$ cat config.mk
export PLATFORM = sky130hd
export DESIGN_NAME = reset_sequencer
export DESIGN_NICKNAME = d
export VERILOG_FILES = /design/src/rtl/reset_sequencer.sv
export SDC_FILE = /design/constraint.sdc
export NUM_CORES = 1
export LEC_CHECK = 0
export ABC_AREA = 1
export BUFFER_PORTS_ARGS = -buffer_cell sky130_fd_sc_hd__clkbuf_2
export CORE_ASPECT_RATIO = 0.9
export CORE_MARGIN = 2
export CORE_UTILIZATION = 32
export CTS_CLUSTER_SIZE = 20
export DETAILED_ROUTE_END_ITERATION = 7
export SYNTH_ARGS = -nofsm -noshare
export SYNTH_HDL_FRONTEND = slang
export SYNTH_SLANG_ARGS = --single-unit
$ cat constraint.sdc
create_clock -name clk -period 3 [get_ports clk]
set_input_delay 0.15 -clock clk [delete_from_list [all_inputs] [get_ports clk]]
set_output_delay 0.15 -clock clk [all_outputs]
set_load 0.02 [all_outputs]
$ cat src/rtl/reset_sequencer.sv
// reset_sequencer
//
// Staged reset release for the core subsystems after power-on, a watchdog
// timeout or a user/OSD reset request. All three domain resets are held for
// HOLD_CYCLES, then the SDRAM controller is released and given up to
// MEM_TIMEOUT cycles to report mem_ready. Video is released next, followed
// STAGE_CYCLES later by the CPU/audio domain. Once running, the watchdog is
// masked for GRACE_CYCLES so a core that has not yet produced vsync is not
// immediately reset again.
//
// Optional feature macro: RSTSEQ_CAUSE_LOG_EN
//   defined     : trip_count / last_cause registers record reset causes.
//   not defined : trip_count = 0, last_cause = 0; sequencing is unchanged.
//
// Ports:
//   clk        in   system clock (27 MHz)
//   reset      in   asynchronous active-high restart
//   wdt_trip   in   watchdog sys_reset level
//   sw_req     in   single-cycle user reset request
//   mem_ready  in   SDRAM init complete (level)
//   rst_mem    out  SDRAM controller reset, active-high
//   rst_video  out  video pipeline reset, active-high
//   rst_cpu    out  CPU/audio reset, active-high
//   busy       out  high whenever the sequencer is not in RUN
//   trip_count out  saturating count of watchdog-caused resets
//   last_cause out  0 power-on/reset, 1 watchdog, 2 sw_req, 3 memory timeout

module reset_sequencer #(
  parameter int HOLD_CYCLES  = 270,
  parameter int STAGE_CYCLES = 27,
  parameter int MEM_TIMEOUT  = 2_700_000,
  parameter int GRACE_CYCLES = 13_500_000
) (
  input  logic       clk,
  input  logic       reset,
  input  logic       wdt_trip,
  input  logic       sw_req,
  input  logic       mem_ready,
  output logic       rst_mem,
  output logic       rst_video,
  output logic       rst_cpu,
  output logic       busy,
  output logic [7:0] trip_count,
  output logic [1:0] last_cause
);

  typedef enum logic [1:0] {
    ASSERT    = 2'd0,
    WAIT_MEM  = 2'd1,
    REL_VIDEO = 2'd2,
    RUN       = 2'd3
  } state_t;

  localparam logic [23:0] HOLD_LAST  = 24'(HOLD_CYCLES - 1);
  localparam logic [23:0] STAGE_LAST = 24'(STAGE_CYCLES - 1);
  localparam logic [23:0] MEM_LAST   = 24'(MEM_TIMEOUT - 1);
  localparam logic [23:0] GRACE_MAX  = 24'(GRACE_CYCLES);

  state_t      state;
  logic [23:0] cnt;
  logic        wdt_fire;
  logic        sw_fire;

  // In RUN the counter parks at GRACE_MAX, so reaching it marks the end of
  // the watchdog grace window.
  assign wdt_fire = (state == RUN) && (cnt == GRACE_MAX) && wdt_trip;
  // A request during ASSERT is dropped so it cannot stretch the hold.
  assign sw_fire  = (state != ASSERT) && sw_req;

  // Outputs are registered from the current state, so every reset edge lags
  // the state transition that causes it by exactly one clock.
  always_ff @(posedge clk or posedge reset) begin
    if (reset) begin
      state     <= ASSERT;
      cnt       <= '0;
      rst_mem   <= 1'b1;
      rst_video <= 1'b1;
      rst_cpu   <= 1'b1;
      busy      <= 1'b1;
    end else begin
      rst_mem   <= (state == ASSERT);
      rst_video <= (state == ASSERT) || (state == WAIT_MEM);
      rst_cpu   <= (state != RUN);
      busy      <= (state != RUN);

      if (wdt_fire || sw_fire) begin
        state <= ASSERT;
        cnt   <= '0;
      end else begin
        unique case (state)
          ASSERT: begin
            if (cnt == HOLD_LAST) begin
              state <= WAIT_MEM;
              cnt   <= '0;
            end else begin
              cnt <= cnt + 24'd1;
            end
          end
          WAIT_MEM: begin
            // mem_ready wins over a timeout landing on the same cycle.
            if (mem_ready) begin
              state <= REL_VIDEO;
              cnt   <= '0;
            end else if (cnt == MEM_LAST) begin
              state <= ASSERT;
              cnt   <= '0;
            end else begin
              cnt <= cnt + 24'd1;
            end
          end
          REL_VIDEO: begin
            if (cnt == STAGE_LAST) begin
              state <= RUN;
              cnt   <= '0;
            end else begin
              cnt <= cnt + 24'd1;
            end
          end
          RUN: begin
            if (cnt != GRACE_MAX) begin
              cnt <= cnt + 24'd1;
            end
          end
          default: begin
            state <= ASSERT;
            cnt   <= '0;
          end
        endcase
      end
    end
  end

`ifdef RSTSEQ_CAUSE_LOG_EN
  logic mem_timeout;

  // A user request in WAIT_MEM pre-empts a coincident timeout.
  assign mem_timeout = (state == WAIT_MEM) && !mem_ready && (cnt == MEM_LAST) && !sw_fire;

  // Cause priority: watchdog, then user request, then memory timeout.
  always_ff @(posedge clk or posedge reset) begin
    if (reset) begin
      trip_count <= '0;
      last_cause <= 2'd0;
    end else if (wdt_fire) begin
      last_cause <= 2'd1;
      if (trip_count != 8'hFF) begin
        trip_count <= trip_count + 8'd1;
      end
    end else if (sw_fire) begin
      last_cause <= 2'd2;
    end else if (mem_timeout) begin
      last_cause <= 2'd3;
    end
  end
`else
  assign trip_count = 8'd0;
  assign last_cause = 2'd0;
`endif

endmodule

==> flow_summary.ini <==
[final_layout]
syn_to_final_growth_pct = 6.939
num_antenna_cells = 0
final_util = 0.3534
fillers = 789
final_cell_mix = nand2_1, nor2_1, inv_1
fin_nets = 381
final_layout_size_suffix_gt1_frac = 0.1057

[synthesis]
syn_avg_cell_area_um2 = 6.515
yosysWarnings = 0
synthDistinctLibCells = 29
syn_inst = 357
ys_ff_latch = 29
synth-seq-area-share = 0.3136
synth_area_um2 = 2326

[die]
rows = 29
initial_utilization = 0.3304
die_y_um = 84.88
die_x_um = 93.87
dieArea_um2 = 7968
num_io_pins = 19
core_um2 = 7039

[critical_path]
worstPathBufferInverterCount = 3
endpoint_kind = flop
cp_max_fo = 20
r2r_slack_ns = 0.89
max_stage_delay_ns = 0.55
crit_arrival_ns = 2.32
crit_family = buffers and inverters
cpMaxStageDelayCell = inv_1
worstSetupPathType = flop to flop
path_cells = inv_1, ha_1, inv_1, nand2_1, nand2_2, inv_1, nand3_1, nor2_1
worst_path_most_repeated_cell = inv_1
cp.required_ns = 3.21
cp-start-kind = flop

[place]
port_buffers = 8
hpwl_mm = 4.562
routabilityCongestion = 0.9119
pre_cts_slack_ns = 0.9354

[route]
ant_nets = 0
vias_per_cell = 4.857
dr.pass1.iters = 4
drt_iter0_drc = 160
num_vias = 2244
wire_per_inst_um = 13.30
wl_mm = 6.143
route.detailed.drc = 0

[power_and_ir_drop]
peakVddDrop_v = 0.0002397
pwr_density_cell_nw_per_um2 = 558.5
power.leakage_uw = 0.001199

[global_routing]
grt_use_total = 0.1647
antenna_found_initial = 0
grt_max_degree = 28
grt_overflow = 0
grt_pass1_wl_mm = 10.44
grt_pass1_vias = 2129

[timing]
hold_viol = 0
clock.fmax_mhz = 473.7
skew_ns = 0.005096
max_slew.worst_pin.slew_ns = 1.101
final-setup-viol-count = 0
slew_viol_final = 0
finalSetupTns_ns = 0
slew_headroom = 0.2652
period_minus_slack_ns = 2.111
min_period_over_period = 0.7037
rsz0062_at_grt = no
fin_ws_ns = 0.8890

[clock_network]
cts-root-buf = clkbuf_8
cts_tree = built
path_clk_slew_ns = 0.07
cts_buffers = 5
cts_resized = 0
cts_sinks = 29
ctsHoldBuffers = 0
worstSkewPairLatency_ns = 0.28
htree_levels = 2
clock_path_buffers = 2
cts_setup_buffers = 0

[flow_run]
maxCapViolCount = 0

[min_path]
hold_class = input port to async pin

[run_status]
outcome = completed
[state kept, by name, summed over array words and instances, names as in the netlist]
name and flops:
rst_video 1, busy 1, state 2, rst_mem 1, cnt 24
[kinds of logic (layout without fill, tap and decap cells)]
kind of cell | count (synthesis) | count (layout) | synth area share
xor gates and xnor gates | 3 | 3 | 0.01130
DFF | 29 | 29 | 0.3136
other | 1 | 10 | 0.001612
AOI/OAI and AO/OA | 14 | 14 | 0.03657
buffers and inverters | 57 | 60 | 0.1194
adders and majority gates | 8 | 8 | 0.04304
and+or+nand+nor | 245 | 245 | 0.4744
[worst reg2reg max path, delay by kind of cell (launching register included)]
| kind | cells | cell delay (ns) |
|---|---|---|
| buffers and inverters | 3 | 0.81 |
| and+or+nand+nor | 4 | 0.52 |
| DFF | 1 | 0.40 |
| adders and majority gates | 1 | 0.29 |
[area by class of cell]
cell class | instances | area [um2] | share of cell area
multi-input combinational | 280 | 1353 | 0.5438
clock buffer | 8 | 80.08 | 0.03219
timing repair buffer | 9 | 47.55 | 0.01911
tap | 93 | 116.4 | 0.04678
sequential | 29 | 729.5 | 0.2933
inverter | 43 | 161.4 | 0.06489
[final timing paths]
kind	startpoint	to	cells after the start
max	state[0]$_DFFE_PP0P_	cnt[9]$_DFFE_PP0P_	8
min	reset	cnt[12]$_DFFE_PP0P_	2
max reg2reg	state[0]$_DFFE_PP0P_	cnt[9]$_DFFE_PP0P_	8
min reg2reg	cnt[0]$_DFFE_PP0P_	cnt[0]$_DFFE_PP0P_	2
max in group asynchronous	reset	busy$_DFF_PP1_	3
min in group clk	wdt_trip	cnt[8]$_DFFE_PP0P_	4
[cells in the mapped netlist (all sizes together)]
library cell  instances  area share
dfstp                 3       0.034
o21bai                2      0.0065
conb                  1      0.0016
a41oi                 1      0.0038
nand3                36       0.087
nor2                 95        0.17
o21ai                 3      0.0065
nor4                  1      0.0027
o211ai                2      0.0065
nor3b                 1      0.0032
buf                  14       0.050
dfrtp                26        0.28
ha                    8       0.043
a31oi                 1      0.0027
nor3                  3      0.0065
xnor2                 1      0.0038
inv                  43       0.069
nand2                89        0.15
nand3b                9       0.029
xor2                  2      0.0075
a21oi                 5       0.011
nand4                11       0.030
[layer usage]
metal / track usage / part of all wire
met5: 0 / 0
met4: 0.04216 / 0.011
met3: 0.02753 / 0.056
met2: 0.2494 / 0.43
met1: 0.2446 / 0.50
[stage by stage]
stage               hold slack [ns]  cells  total power (uW)  area (um2)
finish                       0.1213    462              1389        2487
global route                 0.2441    462              1511        2487
CTS                          0.1596    462              1397        2487
detailed placement           0.4636    454              1073        2407
global placement             0.4644    454              1070        2407
floorplan                    0.2259    366             972.1        2360
[power by group]
part | leakage [uW] | switching, uW | internal, uW | total, uW
Clock | 0.0000395 | 154 | 165 | 319
Combinational | 0.000773 | 375 | 177 | 551
Sequential | 0.000387 | 64.5 | 455 | 519
Total | 0.00120 | 593 | 796 | 1390
No activity file was read; power rests on OpenSTA's default activity.
